--- src/rtl/vx_commit_arbiter.sv ---
// Round-robin commit arbiter for one issue slot: several execution-unit commit
// streams share one registered, stallable output, with grants locked per packet.
module vx_commit_arbiter #(
    parameter int NUM_REQS = 4,
    parameter int DATAW    = 64,
    parameter int REQ_W    = (NUM_REQS > 1) ? $clog2(NUM_REQS) : 1
) (
    input  logic                      clk,
    input  logic                      reset,
    input  logic [NUM_REQS-1:0]       in_valid,
    input  logic [NUM_REQS*DATAW-1:0] in_data,
    input  logic [NUM_REQS-1:0]       in_sop,
    input  logic [NUM_REQS-1:0]       in_eop,
    output logic [NUM_REQS-1:0]       in_ready,
    output logic                      out_valid,
    output logic [DATAW-1:0]          out_data,
    output logic                      out_sop,
    output logic                      out_eop,
    output logic [REQ_W-1:0]          out_src,
    input  logic                      out_ready,
    output logic                      locked,
    output logic                      proto_err
);

    typedef enum logic {
        IDLE   = 1'b0,
        LOCKED = 1'b1
    } state_e;

    state_e           state_q, state_d;
    logic [REQ_W-1:0] rr_ptr_q, rr_ptr_d;
    logic [REQ_W-1:0] lock_idx_q, lock_idx_d;
    logic             proto_err_q, proto_err_d;
    logic             out_valid_q, out_valid_d;
    logic             out_sop_q, out_sop_d;
    logic             out_eop_q, out_eop_d;
    logic [REQ_W-1:0] out_src_q, out_src_d;
    logic [DATAW-1:0] out_data_q, out_data_d;

    logic             grant_valid;
    logic [REQ_W-1:0] grant_idx;
    logic [DATAW-1:0] sel_data;
    logic             sel_sop;
    logic             sel_eop;
    logic             adv;
    logic             accept;

    function automatic logic [REQ_W-1:0] nextIdx(input logic [REQ_W-1:0] idx);
        if (int'(idx) >= NUM_REQS - 1) begin
            return '0;
        end
        return idx + 1'b1;
    endfunction

    // The scan runs from the farthest candidate down so the one nearest rr_ptr wins.
    always_comb begin
        int cand;
        cand        = 0;
        grant_valid = 1'b0;
        grant_idx   = '0;
        if (state_q == LOCKED) begin
            grant_idx = lock_idx_q;
            for (int i = 0; i < NUM_REQS; i++) begin
                if (lock_idx_q == REQ_W'(i)) begin
                    grant_valid = in_valid[i];
                end
            end
        end else begin
            for (int k = NUM_REQS - 1; k >= 0; k--) begin
                cand = int'(rr_ptr_q) + k;
                if (cand >= NUM_REQS) begin
                    cand = cand - NUM_REQS;
                end
                for (int i = 0; i < NUM_REQS; i++) begin
                    if (cand == i && in_valid[i]) begin
                        grant_valid = 1'b1;
                        grant_idx   = REQ_W'(i);
                    end
                end
            end
        end
    end

    always_comb begin
        sel_data = '0;
        sel_sop  = 1'b0;
        sel_eop  = 1'b0;
        in_ready = '0;
        for (int i = 0; i < NUM_REQS; i++) begin
            if (grant_idx == REQ_W'(i)) begin
                sel_data    = in_data[i*DATAW +: DATAW];
                sel_sop     = in_sop[i];
                sel_eop     = in_eop[i];
                in_ready[i] = accept;
            end
        end
    end

    assign adv    = !out_valid_q || out_ready;
    assign accept = grant_valid && adv && reset;

    // Erroneous beats are still forwarded and still drive the normal transitions.
    always_comb begin
        state_d     = state_q;
        rr_ptr_d    = rr_ptr_q;
        lock_idx_d  = lock_idx_q;
        proto_err_d = proto_err_q;
        out_valid_d = out_valid_q;
        out_sop_d   = out_sop_q;
        out_eop_d   = out_eop_q;
        out_src_d   = out_src_q;
        out_data_d  = out_data_q;

        if (adv) begin
            out_valid_d = accept;
        end

        if (accept) begin
            out_data_d = sel_data;
            out_sop_d  = sel_sop;
            out_eop_d  = sel_eop;
            out_src_d  = grant_idx;
            if (state_q == IDLE) begin
                if (!sel_sop) begin
                    proto_err_d = 1'b1;
                end
                if (sel_eop) begin
                    rr_ptr_d = nextIdx(grant_idx);
                end else begin
                    state_d    = LOCKED;
                    lock_idx_d = grant_idx;
                end
            end else begin
                if (sel_sop) begin
                    proto_err_d = 1'b1;
                end
                if (sel_eop) begin
                    state_d  = IDLE;
                    rr_ptr_d = nextIdx(lock_idx_q);
                end
            end
        end
    end

    always_ff @(posedge clk) begin
        if (!reset) begin
            state_q     <= IDLE;
            rr_ptr_q    <= '0;
            lock_idx_q  <= '0;
            proto_err_q <= 1'b0;
            out_valid_q <= 1'b0;
            out_sop_q   <= 1'b0;
            out_eop_q   <= 1'b0;
            out_src_q   <= '0;
        end else begin
            state_q     <= state_d;
            rr_ptr_q    <= rr_ptr_d;
            lock_idx_q  <= lock_idx_d;
            proto_err_q <= proto_err_d;
            out_valid_q <= out_valid_d;
            out_sop_q   <= out_sop_d;
            out_eop_q   <= out_eop_d;
            out_src_q   <= out_src_d;
        end
    end

    // Payload is qualified by out_valid, so it needs no reset.
    always_ff @(posedge clk) begin
        out_data_q <= out_data_d;
    end

    assign out_valid = out_valid_q;
    assign out_data  = out_data_q;
    assign out_sop   = out_sop_q;
    assign out_eop   = out_eop_q;
    assign out_src   = out_src_q;
    assign locked    = (state_q == LOCKED);
    assign proto_err = proto_err_q;

endmodule

--- config.mk ---
export PLATFORM = sky130hd
export DESIGN_NAME = vx_commit_arbiter
export DESIGN_NICKNAME = d
export VERILOG_FILES = /design/src/rtl/vx_commit_arbiter.sv
export SDC_FILE = /design/constraint.sdc
export NUM_CORES = 1
export LEC_CHECK = 0
export CORE_AREA = 3 3 132 134
export CTS_CLUSTER_DIAMETER = 30
export DETAILED_ROUTE_END_ITERATION = 8
export DIE_AREA = 0 0 135 137
export DONT_BUFFER_PORTS = 1
export PLACE_DENSITY = 0.47
export SETUP_SLACK_MARGIN = 0.1
export SYNTH_ARGS = -nofsm -noshare
export SYNTH_HDL_FRONTEND = slang
export SYNTH_SLANG_ARGS = --single-unit
--- constraint.sdc ---
create_clock -name clk -period 6.2 [get_ports clk]
set_input_delay 0.93 -clock clk [delete_from_list [all_inputs] [get_ports clk]]
set_output_delay 0.93 -clock clk [all_outputs]
set_load 0.005 [all_outputs]
=== After elaboration in Yosys (flattened, before gate mapping) ===
Index checks and enable logic that the tools add are counted.

* Register bits: 75
* Bits in latches: 0
* Bits in writable memories: 0
* Bits in read-only memories: 0
* Word-level logic and storage cells: 155
* Memories kept: 0

* Add/subtract/negate cells: 9
* Multipliers: 0
* Div/mod/pow operators: 0
* Order comparisons: 6
* Equality and inequality tests: 20
* Shifts and indexed selects: 0
* Mux-type cells: 80
* Bitwise operators: 2
* Reduce and logical (&&, ||, !) cells: 29

{| class="wikitable"
|+ Operators by type and width
! operator !! count
|-
| 32-bit by 3-bit equality test with 1-bit output, second input constant || 8
|-
| 32-bit 2-to-1 mux || 8
|-
| 64-bit 2-to-1 mux || 4
|-
| 32-bit by 2-bit equality test with 1-bit output, second input constant || 4
|-
| 32-bit logical NOT || 4
|-
| 1-bit 2-to-1 mux || 46
|-
| 2-bit 2-to-1 mux || 22
|-
| 1-bit logical AND || 18
|-
| 3-bit by 3-bit subtractor with 4-bit output, second input constant || 3
|-
| 3-bit >= comparator, second input constant || 3
|-
| 2-bit equality test, second input constant || 4
|-
| 2-bit by 2-bit adder with 3-bit output, second input constant || 2
|-
| 3-bit AND reduction || 2
|-
| 2-bit by 1-bit adder with 2-bit output, second input constant || 2
|-
| 2-bit by 1-bit equality test with 1-bit output, second input constant || 2
|-
| 2-bit >= comparator, second input constant || 2
|-
| 2-bit logical NOT || 2
|-
| 2-bit by 3-bit subtractor with 4-bit output, second input constant || 1
|-
| 2-bit by 1-bit adder with 3-bit output, second input constant || 1
|-
| 2-bit by 3-bit >= comparator with 1-bit output, second input constant || 1
|-
| 2-bit by 1-bit != test with 1-bit output, second input constant || 1
|-
| 2-bit != test, second input constant || 1
|-
| 1-bit NOT || 2
|-
| 2-bit AND reduction || 1
|-
| 2 further kinds || 2
|}

=== Longest topological paths before layout ===
* Depth in word-level cells: 33
* Mapped depth: 13

=== Worst setup path after synthesis ===
OpenSTA, ideal clock, no wires.

* Kind: input -> output
* From: input in_valid[0]
* To: output in_ready[2]
* Arrival time: 2.704 ns
* Data required time: 5.270 ns
* Path slack: 2.566 ns
* Stages: 10
* Path buffers: 3
* Path through: nand2b_1 a211oi_1 o22a_1 o22ai_1 inv_1 ha_1 clkbuf_1 clkbuf_1 clkbuf_1 and2_1

* Elaborated cells on any way between the ends: 42

{| class="wikitable"
|+ RTL lines
! what !! line !! text
|-
| start: declaration || 10 || <nowiki>input logic [NUM_REQS-1:0] in_valid,</nowiki>
|-
| 1-bit logical AND || 75 || <nowiki>if (cand == i && in_valid[i]) begin</nowiki>
|-
| 2-bit 2-to-1 mux (8 in a row) || 75 ||
|-
| 2-bit 2-to-1 mux (*) (4 in a row) || 75 ||
|-
| 2-bit 2-to-1 mux (*) || 61 || <nowiki>if (state_q == LOCKED) begin</nowiki>
|-
| via grant_idx[1] || 41 || <nowiki>logic [REQ_W-1:0] grant_idx;</nowiki>
|-
| 2-bit equality test (*) || 90 || <nowiki>if (grant_idx == REQ_W'(i)) begin</nowiki>
|-
| 1-bit 2-to-1 mux (*) || 90 ||
|-
| end: declaration || 14 || <nowiki>output logic [NUM_REQS-1:0] in_ready,</nowiki>
|}

The timed path passes the listed nets; every way through them passes the cells marked *.

=== Worst setup path in the final report ===
* From: input in_valid[0]
* To: output in_ready[0]

* Word-level cells in the longest chain between the ends: 21
* Elaborated cells on any way between the ends: 42

{| class="wikitable"
|+ Ends and longest elaborated chain
! what !! line !! text
|-
| 1-bit logical AND || 75 ||
|-
| 1-bit 2-to-1 mux (16 in a row) || 75 ||
|-
| 1-bit 2-to-1 mux || 61 ||
|-
| 1-bit logical AND (2 in a row) || 100 || <nowiki>assign accept = grant_valid && adv && reset;</nowiki>
|-
| 1-bit 2-to-1 mux (*) || 90 ||
|}

Every way passes the cells marked *; elsewhere a longest branch is shown, timed or not.

==> reports/metrics.yaml <==
routing:
  drt_pass1_iterations: 7
  finalWirelength_microns: 16400
  vias: 4239
  dr.first_iter.drc_count: 231
  remaining_drc_errors: 0
  drt-vias-per-instance: 5.41
  detail_route.wl_per_cell_microns: 20.9
  antenna_violating_nets_post_route: 0
critical_path:
  worst-r2r-setup-slack_ns: 2.56
  crit_path_end_kind: "primary output"
  critical_path_data_required_time_ns: 5.27
  timing.critical_path.to: "in_ready[0]"
  startpoint_type: "input port"
  r2r_end: "rr_ptr_q[1]"
  critical_path_data_arrival_time_ns: 3.22
  max_fanout_on_critical_path: 35
  timing_worst_setup_path_type: "input port to primary output"
  worstReg2RegStart: "locked"
  worst_r2r_path_depth: 8
  startpoint: "in_valid[0]"
floorplanning:
  design.die.area_sq_mm: 0.0185
  io_pins: 346
  die_y_microns: 137
  start_util_pct: 29.7
  row_count: 47
  core_region_sq_mm: 0.0164
  die-width_microns: 135
pwr:
  power.density_cell_area_mw_per_mm2: 547
  vdd.ir_drop.worst_mv: 0.271
  total_leakage_power_uw: 0.00161
  report.power.total_uw: 2880
sta:
  period_needed_ns: 4.15
  finalClockSkew_ns: 0.00316
  final.hold.worst_slack_ns: 0.484
  setup-violations-final: 0
  final_max_tran_viols: 0
  final_hold_viol_count: 0
  rsz0062_at_grt: "no"
  fmaxAchievable_mhz: 241
  final.period_utilization_pct: 67.0
  timing.max_slew.rel_slack_pct: 26.3
  finalSetupTns_ns: 0
  max_slew.worst_pin.slew_ns: 1.10
yosys:
  synth_warn: 0
  ys_types: 39
  post_synth_net_total: 877
  synth.cell_area_sq_mm: 0.00487
  synth-seq-cells: 75
  synth_seq_area_share_pct: 44.0
  post_synth_inst_count: 598
  syn_area_per_cell_sq_um: 8.15
layout:
  fillerInstances: 1721
  most-common-layout-cells: "a21oi_1 (133), nand2_1 (133), o21ai_0 (70), nand3b_1 (66), edfxtp_1 (64)"
  multi_input_area_sq_mm: 0.00250
  syn2layout_area_growth_pct: 8.06
  nets: 837
  sequential_cell_area_sq_mm: 0.00214
  antennaDiodeCount: 0
  final_layout_size_suffix_gt1_share_pct: 5.33
clocking:
  cts-buffers-inserted: 9
  maximum_number_of_buffers_from_clock_root_to_sink: 2
  post-cts-setup-buffers: 0
  htree_num_levels: 3
  clockRootBuffer: "clkbuf_16"
  clk_pin_slew_ns: 0.06
  cts-resized-gates: 0
  cts.sinks: 75
  insertion_delay_ns: 0.34
  tritoncts: "done"
  post_cts_hold_buffer_count: 0
placed_design:
  place_hpwl_microns: 12100
  routability_cong: 0.919
  buffer_ports.inserted: 0
global_route:
  globalRouteOverflowTotal: 0
  grt_first_pass_wirelength_microns: 22600
  grt_pass1_vias: 4002
  grt_antenna_before_repair: 0
  grt_max_degree: 134
  track_usage_pct: 16.0
run_status:
  result_of_the_run: "completed"
worst_hold_path:
  worstHoldPathType: "flip-flop to flip-flop"
job:
  maxCapViolations: 0
==> sequential cells by signal (all words and copies together), names as in the netlist <==
register,count
proto_err,1
out_eop,1
lock_idx_q,2
rr_ptr_q,2
out_data,64
out_sop,1
locked,1
out_valid,1
out_src,2
==> synthesized netlist by cell type (all sizes together) <==
cell type / n / area [sq um]
a31oi: 2 / 12.5
o22a: 1 / 8.76
edfxtp: 64 / 1920
o21a: 1 / 7.51
nand3b: 66 / 495
nor3b: 2 / 15.0
a211oi: 6 / 55.1
o22ai: 1 / 6.26
dfxtp: 11 / 220
a221o: 1 / 10.0
and2: 4 / 25.0
and3: 1 / 6.26
buf: 8 / 42.5
nor2: 2 / 7.51
a31o: 1 / 8.76
a221oi: 1 / 15.0
a21oi: 133 / 666
o221ai: 3 / 32.5
nand2b: 1 / 6.26
nor2b: 6 / 37.5
nand3: 4 / 20.0
nand2: 134 / 510
a2111oi: 1 / 15.0
or4: 1 / 7.51
o21ai: 70 / 350
nor3: 2 / 10.0
clkbuf: 46 / 173
o311a: 1 / 10.0
ha: 8 / 100
inv: 13 / 53.8
o31ai: 2 / 15.0
a21o: 1 / 7.51
==> worst max-delay path: stages <==
cell and delay (ns):
nand2b_1 0.08, a211oi_1 0.08, o22a_1 0.22, o22ai_1 0.41, ha_2 0.77, buf_4 0.46, and2_1 0.22
==> kinds of logic after synthesis <==
kind of cell / Yosys count / synth area share (%)
simple gates: 223 / 23.4
buf+inv: 67 / 5.52
flops: 75 / 44.0
compound gates: 225 / 25.0
fa+ha+maj: 8 / 2.05
==> layer usage <==
layer | vias up | GRT usage (%) | wire length [microns]
met5 | - | 0 | 0
met4 | 0 | 5.15 | 272
met3 | 18 | 6.62 | 1590
met2 | 213 | 27.6 | 8320
met1 | 1951 | 18.1 | 6180
li1 | 2057 | - | -
==> final cells by class <==
cell class                 instances  share of cell area [%]
clock buffer                      10                    4.35
sequential                        75                    40.7
timing repair buffer               3                   0.428
multi-input combinational        456                    47.5
clock inverter                     6                   0.784
inverter                          13                    1.02
tap                              220                    5.23
==> stage by stage <==
stage	instances	setup WS (ns)	instance area, sq um	util (%)
finish	783	2.05	5270	32.1
global route	783	1.90	5270	32.1
CTS	783	2.03	5270	32.1
detailed placement	767	2.02	4990	30.4
global placement	767	2.13	4990	30.4
floorplan	598	2.57	4870	-
==> power by group <==
part	total, uW	internal, uW	switching (uW)
Sequential	1020	877	143
Clock	487	271	216
Combinational	1370	487	886
Total	2880	1640	1250
==> worst min-delay path by stage <==
stage | slack (ns) | depth (start not counted) | from | endpoint
after floorplan | 0.45 | 2 | out_sop | out_sop
after global routing | 0.52 | 2 | out_eop | out_eop
final | 0.48 | 2 | out_eop | out_eop
after global placement | 0.48 | 2 | out_eop | out_eop
after detailed placement | 0.47 | 2 | out_eop | out_eop
after CTS | 0.48 | 2 | out_eop | out_eop
Note: power is estimated with default switching activity, not from simulation.
